--- src/rtl/uart_pkg.sv ---
// Shared UART definitions: FSM state encodings, default oversampling ratio and
// the data-bit-count decode used by both the transmitter and the receiver.
package uart_pkg;

  localparam int OVERSAMPLE_DEF = 16;

  typedef enum logic [2:0] {
    IDLE   = 3'd0,
    START  = 3'd1,
    DATA   = 3'd2,
    PARITY = 3'd3,
    STOP   = 3'd4
  } uart_state_t;

  // 2'b00..2'b11 selects 5..8 data bits
  function automatic logic [3:0] data_bits(input logic [1:0] code);
    return 4'd5 + {2'b00, code};
  endfunction

endpackage

--- src/rtl/uart_parity_gen.sv ---
// Combinational parity over the low N data bits (N = 5..8); odd type inverts
// the even-parity result. Shared by the UART transmitter and receiver.
module uart_parity_gen
  import uart_pkg::*;
(
  input  logic [7:0] i_data,
  input  logic [1:0] i_num_bit_data,
  input  logic       i_parity_type,
  output logic       o_parity
);

  logic [3:0] w_count;
  logic [7:0] w_masked;

  assign w_count = data_bits(i_num_bit_data);

  for (genvar gi = 0; gi < 8; gi++) begin : g_mask
    assign w_masked[gi] = i_data[gi] & (4'(gi) < w_count);
  end

  assign o_parity = (^w_masked) ^ i_parity_type;

endmodule

--- src/rtl/uart_tx.sv ---
// UART transmitter: start bit, 5-8 data bits LSB-first, optional parity, 1 or 2
// stop bits, every bit OVERSAMPLE tx_tick pulses long. UART_TX_PARITY_EN compiles in parity.
module uart_tx
  import uart_pkg::*;
#(
  parameter int OVERSAMPLE = OVERSAMPLE_DEF
) (
  input  logic       clk,
  input  logic       rst_n,
  input  logic       tx_tick,
  input  logic       i_tx_start,
  input  logic [7:0] i_data,
  input  logic [1:0] i_num_bit_data,
  input  logic       i_stop_bit,
  input  logic       i_parity_en,
  input  logic       i_parity_type,
  output logic       o_tx_serial,
  output logic       o_tx_busy,
  output logic       o_tx_done
);

  localparam logic [3:0] TICK_LAST = 4'(OVERSAMPLE - 1);

  uart_state_t r_state, w_state_next;
  logic [7:0]  r_data;
  logic [1:0]  r_num_bits;
  logic        r_stop2;
  logic [3:0]  r_tick_cnt, w_tick_cnt_next;
  logic [2:0]  r_bit_idx, w_bit_idx_next;
  logic        r_stop_cnt, w_stop_cnt_next;
  logic        r_serial, w_serial_next;
  logic        r_busy, w_busy_next;
  logic        r_done, w_done_next;
  logic        w_accept;
  logic        w_bit_end;
  logic [2:0]  w_last_idx;
  logic [2:0]  w_idx_inc;

`ifdef UART_TX_PARITY_EN
  logic r_par_en;
  logic r_par_type;
  logic w_parity;

  uart_parity_gen u_parity_gen (
    .i_data         (r_data),
    .i_num_bit_data (r_num_bits),
    .i_parity_type  (r_par_type),
    .o_parity       (w_parity)
  );
`else
  logic w_unused_parity_cfg;
  assign w_unused_parity_cfg = i_parity_en ^ i_parity_type;
`endif

  // Busy doubles as "request pending" while IDLE waits for tick alignment
  assign w_accept   = (r_state == IDLE) && !r_busy && i_tx_start;
  assign w_bit_end  = tx_tick && (r_tick_cnt == TICK_LAST);
  assign w_last_idx = 3'(data_bits(r_num_bits) - 4'd1);
  assign w_idx_inc  = r_bit_idx + 3'd1;

  always_ff @(posedge clk or negedge rst_n) begin
    if (!rst_n) begin
      r_data     <= '0;
      r_num_bits <= '0;
      r_stop2    <= 1'b0;
`ifdef UART_TX_PARITY_EN
      r_par_en   <= 1'b0;
      r_par_type <= 1'b0;
`endif
    end else if (w_accept) begin
      r_data     <= i_data;
      r_num_bits <= i_num_bit_data;
      r_stop2    <= i_stop_bit;
`ifdef UART_TX_PARITY_EN
      r_par_en   <= i_parity_en;
      r_par_type <= i_parity_type;
`endif
    end
  end

  always_ff @(posedge clk or negedge rst_n) begin
    if (!rst_n) begin
      r_state    <= IDLE;
      r_tick_cnt <= '0;
      r_bit_idx  <= '0;
      r_stop_cnt <= 1'b0;
      r_serial   <= 1'b1;
      r_busy     <= 1'b0;
      r_done     <= 1'b0;
    end else begin
      r_state    <= w_state_next;
      r_tick_cnt <= w_tick_cnt_next;
      r_bit_idx  <= w_bit_idx_next;
      r_stop_cnt <= w_stop_cnt_next;
      r_serial   <= w_serial_next;
      r_busy     <= w_busy_next;
      r_done     <= w_done_next;
    end
  end

  always_comb begin
    w_state_next    = r_state;
    w_tick_cnt_next = r_tick_cnt;
    w_bit_idx_next  = r_bit_idx;
    w_stop_cnt_next = r_stop_cnt;
    w_serial_next   = r_serial;
    w_busy_next     = r_busy;
    w_done_next     = 1'b0;

    if (r_state != IDLE && tx_tick) begin
      w_tick_cnt_next = w_bit_end ? 4'd0 : r_tick_cnt + 4'd1;
    end

    case (r_state)
      IDLE: begin
        w_serial_next = 1'b1;
        if (w_accept) begin
          w_busy_next = 1'b1;
        end else if (r_busy && tx_tick) begin
          w_state_next    = START;
          w_serial_next   = 1'b0;
          w_tick_cnt_next = 4'd0;
        end
      end
      START: begin
        if (w_bit_end) begin
          w_state_next   = DATA;
          w_bit_idx_next = 3'd0;
          w_serial_next  = r_data[0];
        end
      end
      DATA: begin
        if (w_bit_end) begin
          if (r_bit_idx == w_last_idx) begin
            w_state_next    = STOP;
            w_serial_next   = 1'b1;
            w_stop_cnt_next = 1'b0;
`ifdef UART_TX_PARITY_EN
            if (r_par_en) begin
              w_state_next  = PARITY;
              w_serial_next = w_parity;
            end
`endif
          end else begin
            w_bit_idx_next = w_idx_inc;
            w_serial_next  = r_data[w_idx_inc];
          end
        end
      end
`ifdef UART_TX_PARITY_EN
      PARITY: begin
        if (w_bit_end) begin
          w_state_next    = STOP;
          w_serial_next   = 1'b1;
          w_stop_cnt_next = 1'b0;
        end
      end
`endif
      STOP: begin
        if (w_bit_end) begin
          if (r_stop2 && !r_stop_cnt) begin
            w_stop_cnt_next = 1'b1;
          end else begin
            w_state_next    = IDLE;
            w_stop_cnt_next = 1'b0;
            w_busy_next     = 1'b0;
            w_done_next     = 1'b1;
            w_serial_next   = 1'b1;
          end
        end
      end
      default: begin
        w_state_next  = IDLE;
        w_serial_next = 1'b1;
        w_busy_next   = 1'b0;
      end
    endcase
  end

  assign o_tx_serial = r_serial;
  assign o_tx_busy   = r_busy;
  assign o_tx_done   = r_done;

endmodule

--- config.mk ---
export PLATFORM = sky130hd
export DESIGN_NAME = uart_tx
export DESIGN_NICKNAME = d
export VERILOG_FILES = /design/src/rtl/uart_pkg.sv /design/src/rtl/uart_parity_gen.sv /design/src/rtl/uart_tx.sv
export SDC_FILE = /design/constraint.sdc
export NUM_CORES = 1
export LEC_CHECK = 0
export CORE_UTILIZATION = 40
export DETAILED_ROUTE_END_ITERATION = 16
export SETUP_SLACK_MARGIN = 0.2
export SLEW_MARGIN = 5
export SYNTH_ARGS = -nofsm -noshare
export SYNTH_HDL_FRONTEND = slang
export SYNTH_HIERARCHICAL = 1
export SYNTH_SLANG_ARGS = --single-unit
export TNS_END_PERCENT = 5
--- constraint.sdc ---
create_clock -name clk -period 5.8 [get_ports clk]
set_clock_uncertainty 0.1 [all_clocks]
set_input_delay 0.87 -clock clk [delete_from_list [all_inputs] [get_ports clk]]
set_output_delay 0.87 -clock clk [all_outputs]
set_load 0.01 [all_outputs]
# == After elaboration in Yosys (flattened, before gate mapping) ==
# Index checks and enable logic that the tools add are counted.
# classes
add_sub_neg,4
order_cmp,1
eq_ne,14
mux,39
n_bitwise,1
reduce_logical,18
# op_table
operator,n
$mux W3,10
$mux W4,5
$mux W1,18
$ne A2 B2 Y1 const B,8
$reduce_and A4 Y1,4
$pmux W3 S4,1
$reduce_and A7 Y1,1
$logic_and A1 B1 Y1,6
$pmux W3 S2,1
$add A4 B1 Y4 const B,1
$eq A4 B4 Y1 const B,1
$lt A3 B4 Y1 const B,1
$pmux W1 S4,1
$reduce_bool A2 Y1,2
$add A3 B1 Y3 const B,1
$add A3 B2 Y3 const A,1
$bmux W1 S3,1
$eq A3 B1 Y1 const B,1
$eq A3 B2 Y1 const B,1
$eq A3 B3 Y1,1
$eq A3 B3 Y1 const B,1
$logic_not A3 Y1,1
$pmux W1 S3,1
$reduce_bool A3 Y1,1
6 further kinds,7
# word_totals
ff_bits,25
input_bits,17
output_inout_bits,3
word_cells,87

# == Depth between registers and ports, before layout ==
# logic_depth
depth_word,7
ltp_mapped,6
ltp_nobuf,5

# == Worst setup path after synthesis ==
# Ideal clock, no wire load.
# synth_path
kind,input to register
start,input port tx_tick
end,register r_serial (netlist: o_tx_serial)
setup_ns,0.075
arrival_ns,2.044
required_time_ns,5.625
setup_slack_ns,3.581
path_stages,6
n_path_buf,2
path_cell_list,clkbuf_1 > and4_1 > clkbuf_1 > nand2b_1 > a221oi_1 > a2bb2oi_1
# synth_via
elab_chain_len,4
elab_cells_between_ends,9
cone_classes,eq/ne (3); mux (3); reduce/logical (3)
# synth_lines
element,line,source
"start, declared",uart_tx.sv:10,"input logic tx_tick,"
$logic_and A1 B1 Y1,uart_tx.sv:119,end else if (r_busy && tx_tick) begin
$mux W1,uart_tx.sv:119,
$mux W1,uart_tx.sv:117,if (w_accept) begin
$pmux W1 S4,uart_tx.sv:114,case (r_state)
"end signal, assigned",uart_tx.sv:95,r_serial <= w_serial_next;
"end, declared",uart_tx.sv:31,"logic r_serial, w_serial_next;"
# Several ways; a longest one is shown, not always the timed one.
# A chain may end at the register's enable or synchronous reset.

# == Worst setup path in the final report ==
# Ends and elaborated chain as after synthesis.

==> out/qor.yml <==
sta:
  setup_violations: 0
  slew_violations: 0
  fmax_mhz: 418
  slew_headroom_pct: 27.2
  setup_tns_ns: 0
  final_hold_viol_count: 0
  period_share_pct: 41.2
  setup_ws_ns: 3.41
  tightest_slew_ns: 1.09
  fin_crit_ns: 2.39
  rsz0062_at_grt: "no"
routing:
  via_per_inst: 5.33
  ant_nets: 0
  routed_wl_mm: 2.39
  drtIter0Drc: 22
  drc_errors: 0
  dr.pass1.iters: 4
  vias: 933
  wl_per_cell_um: 13.7
clock_network:
  htreeDepth: 1
  cts_resized: 0
  clock_sinks: 25
  cts_made_buffers: 3
  clock_latency_ns: 0.31
  tritoncts: "done"
  root_buffer: "clkbuf_4"
  max-clock-path-buffers: 2
  hold_buffers: 0
  clkTransAtPathRegs_ns: 0.13
  cts_setup_buffers: 0
power_and_ir_drop:
  powerDensity_mw_per_mm2: 435
  vdd_drop_max_mv: 0.197
  p_total_uw: 676
  p_leak_uw: 0.000683
setup_path:
  cp.arrival_ns: 2.53
  worstSetupPathType: "primary input to flop"
  critical_path_buf_inv_count: 1
  crit_fanout: 9
  critPathSlowestCell: "clkdlybuf4s50_1"
  critical-path-max-stage-delay_ns: 0.63
  required_ns: 5.94
  cp_cell_sequence: "clkdlybuf4s50_1, and4_1, nand2b_1, a221oi_1, a2bb2oi_1"
  start_kind: "primary input"
  path_delay_family: "buffers and inverters"
  endpoint_kind: "flop"
status:
  status: "finished, final reports clean"
cells_and_area:
  drive_gt1_share_pct: 15.3
  diodes: 0
  ff_latch_area_um2: 627
  fin_util_pct: 49.6
  nets: 151
  syn2layout_area_growth_pct: 15.2
  multi_input_area_um2: 659
  nFillCells: 289
  layout_commonest_cell: "dfrtp_1"
  fin_cells: 175
  final_cell_mix: "dfrtp_1, clkdlybuf4s50_1, mux2_4"
floorplan:
  core_area_mm2: 0.00313
  start_util_pct: 43.1
  die-area_mm2: 0.00360
  ios: 20
  die_h_um: 60.0
  row_count: 20
  dieWidth_um: 60.0
grt:
  grt_busiest_layer: "met2"
  grt_pass1_vias: 979
  antenna_found_initial: 0
  grt_max_degree: 26
  grt_use_total_pct: 16.0
  grt_util_met3_pct: 2.38
  grt_pass1_wl_mm: 4.22
  met1_usage_pct: 19.8
  overflow: 0
  met2_usage_pct: 27.3
logic_synthesis:
  yosys-top-cells-area: "dfrtp_1, mux2_4, mux4_2, o21ai_0, dfstp_2"
  synthSimpleGateAreaFrac_pct: 16.0
  synth_nets: 137
  synth_cell_type_count: 39
  synthXorXnorAreaFrac_pct: 1.95
  synth_top_family_by_area: "multiplexers"
  synth_fa_ha_area_share_pct: 1.86
  synth_edf_count: 0
  postSynth.asyncResetShare_pct: 100
  synth-seq-cells: 25
  yosysWarnings: 6
  synth_ff_type: "dfrtp_1"
  ys_seq_area_share_pct: 46.5
  avgSynthCellArea_um2: 11.4
  yosys.area.top_type_share_pct: 44.6
  syn_inst: 118
  synth_area_mm2: 0.00135
  synthMuxAreaShare_pct: 16.9
  synth_top_cell_by_area: "dfrtp_1"
  synth_compound_area_share_pct: 12.3
placement:
  place_inst: 171
  portBuffers: 17
  dp_hpwl_mm: 1.77
  dp_slack_ns: 3.08
  place_congestion: 0.808
job:
  drv_cap: 0
worst_hold_path:
  hold_path_class: "flop to flop"
per-layer routing:
| layer | vias to the layer above | routed length (um) |
|---|---|---|
| met5 | - | 0 |
| met2 | 16 | 1170 |
| met4 | 0 | 10 |
| li1 | 459 | - |
| met3 | 2 | 75 |
| met1 | 456 | 1140 |
registers in the layout, summed over array words and instances, names as in the netlist:
register and flops:
r_num_bits 2, r_state 3, o_tx_busy 1, o_tx_serial 1, r_tick_cnt 4, o_tx_done 1
r_bit_idx 3, r_stop_cnt 1, r_data 8, r_stop2 1
path summary, 6_finish.rpt:
check                            start            end  slack, ns  depth (start not counted)
max                            tx_tick    o_tx_serial       3.41                          5
min reg2reg                o_tx_serial    o_tx_serial       0.42                          1
min                        o_tx_serial    o_tx_serial       0.42                          1
max reg2reg                 r_state[2]      r_data[1]       3.75                          3
max in group asynchronous        rst_n  r_num_bits[1]       3.92                          1
min in group asynchronous        rst_n  r_tick_cnt[3]       1.03                          1
kinds of logic (layout without fill, tap and decap cells):
logic type      Yosys count  count (layout)
xor+xnor                  3               3
flops                    25              25
compound gates           24              24
fa+ha+maj                 2               2
mux                      15              15
simple gates             37              37
buf+inv                  12              25
synth_stat cells, types with 3 or more instances:
library cell	n
inv_1	4
nor3b_1	3
nor2_1	5
clkbuf_1	5
nand3_1	5
dfrtp_1	24
o21ai_0	6
xnor2_1	3
nand2_1	6
a21oi_1	5
nor2b_1	3
mux2_4	10
worst register-to-register path, cell delays in order, from the launching register on:
cell	delay [ns]
dfrtp_1	0.51
or3_1	0.52
or3_4	0.49
mux2_4	0.33
layout make-up:
type                    instances  area share [%]
multi-input cells              81            42.5
flip-flops and latches         25            40.4
repair buffers                 17            11.0
well taps                      44            3.55
clock buffers                   4            1.69
inverters                       4           0.967
through the flow:
stage,hold WS (ns),area (um2)
after floorplan,0.366,1350
after global placement,0.379,1530
after detailed placement,0.391,1530
after CTS,0.421,1550
after global routing,0.435,1550
final,0.419,1550
report_power, final:
part           switching [uW]  internal (uW)  leakage (uW)  total (uW)
Sequential               69.4            247      0.000300         316
Clock                    50.4           26.8     0.0000150        77.2
Combinational             106            177      0.000368         282
Total                     225            450      0.000683         676
Note: power is estimated with default switching activity, not from simulation.
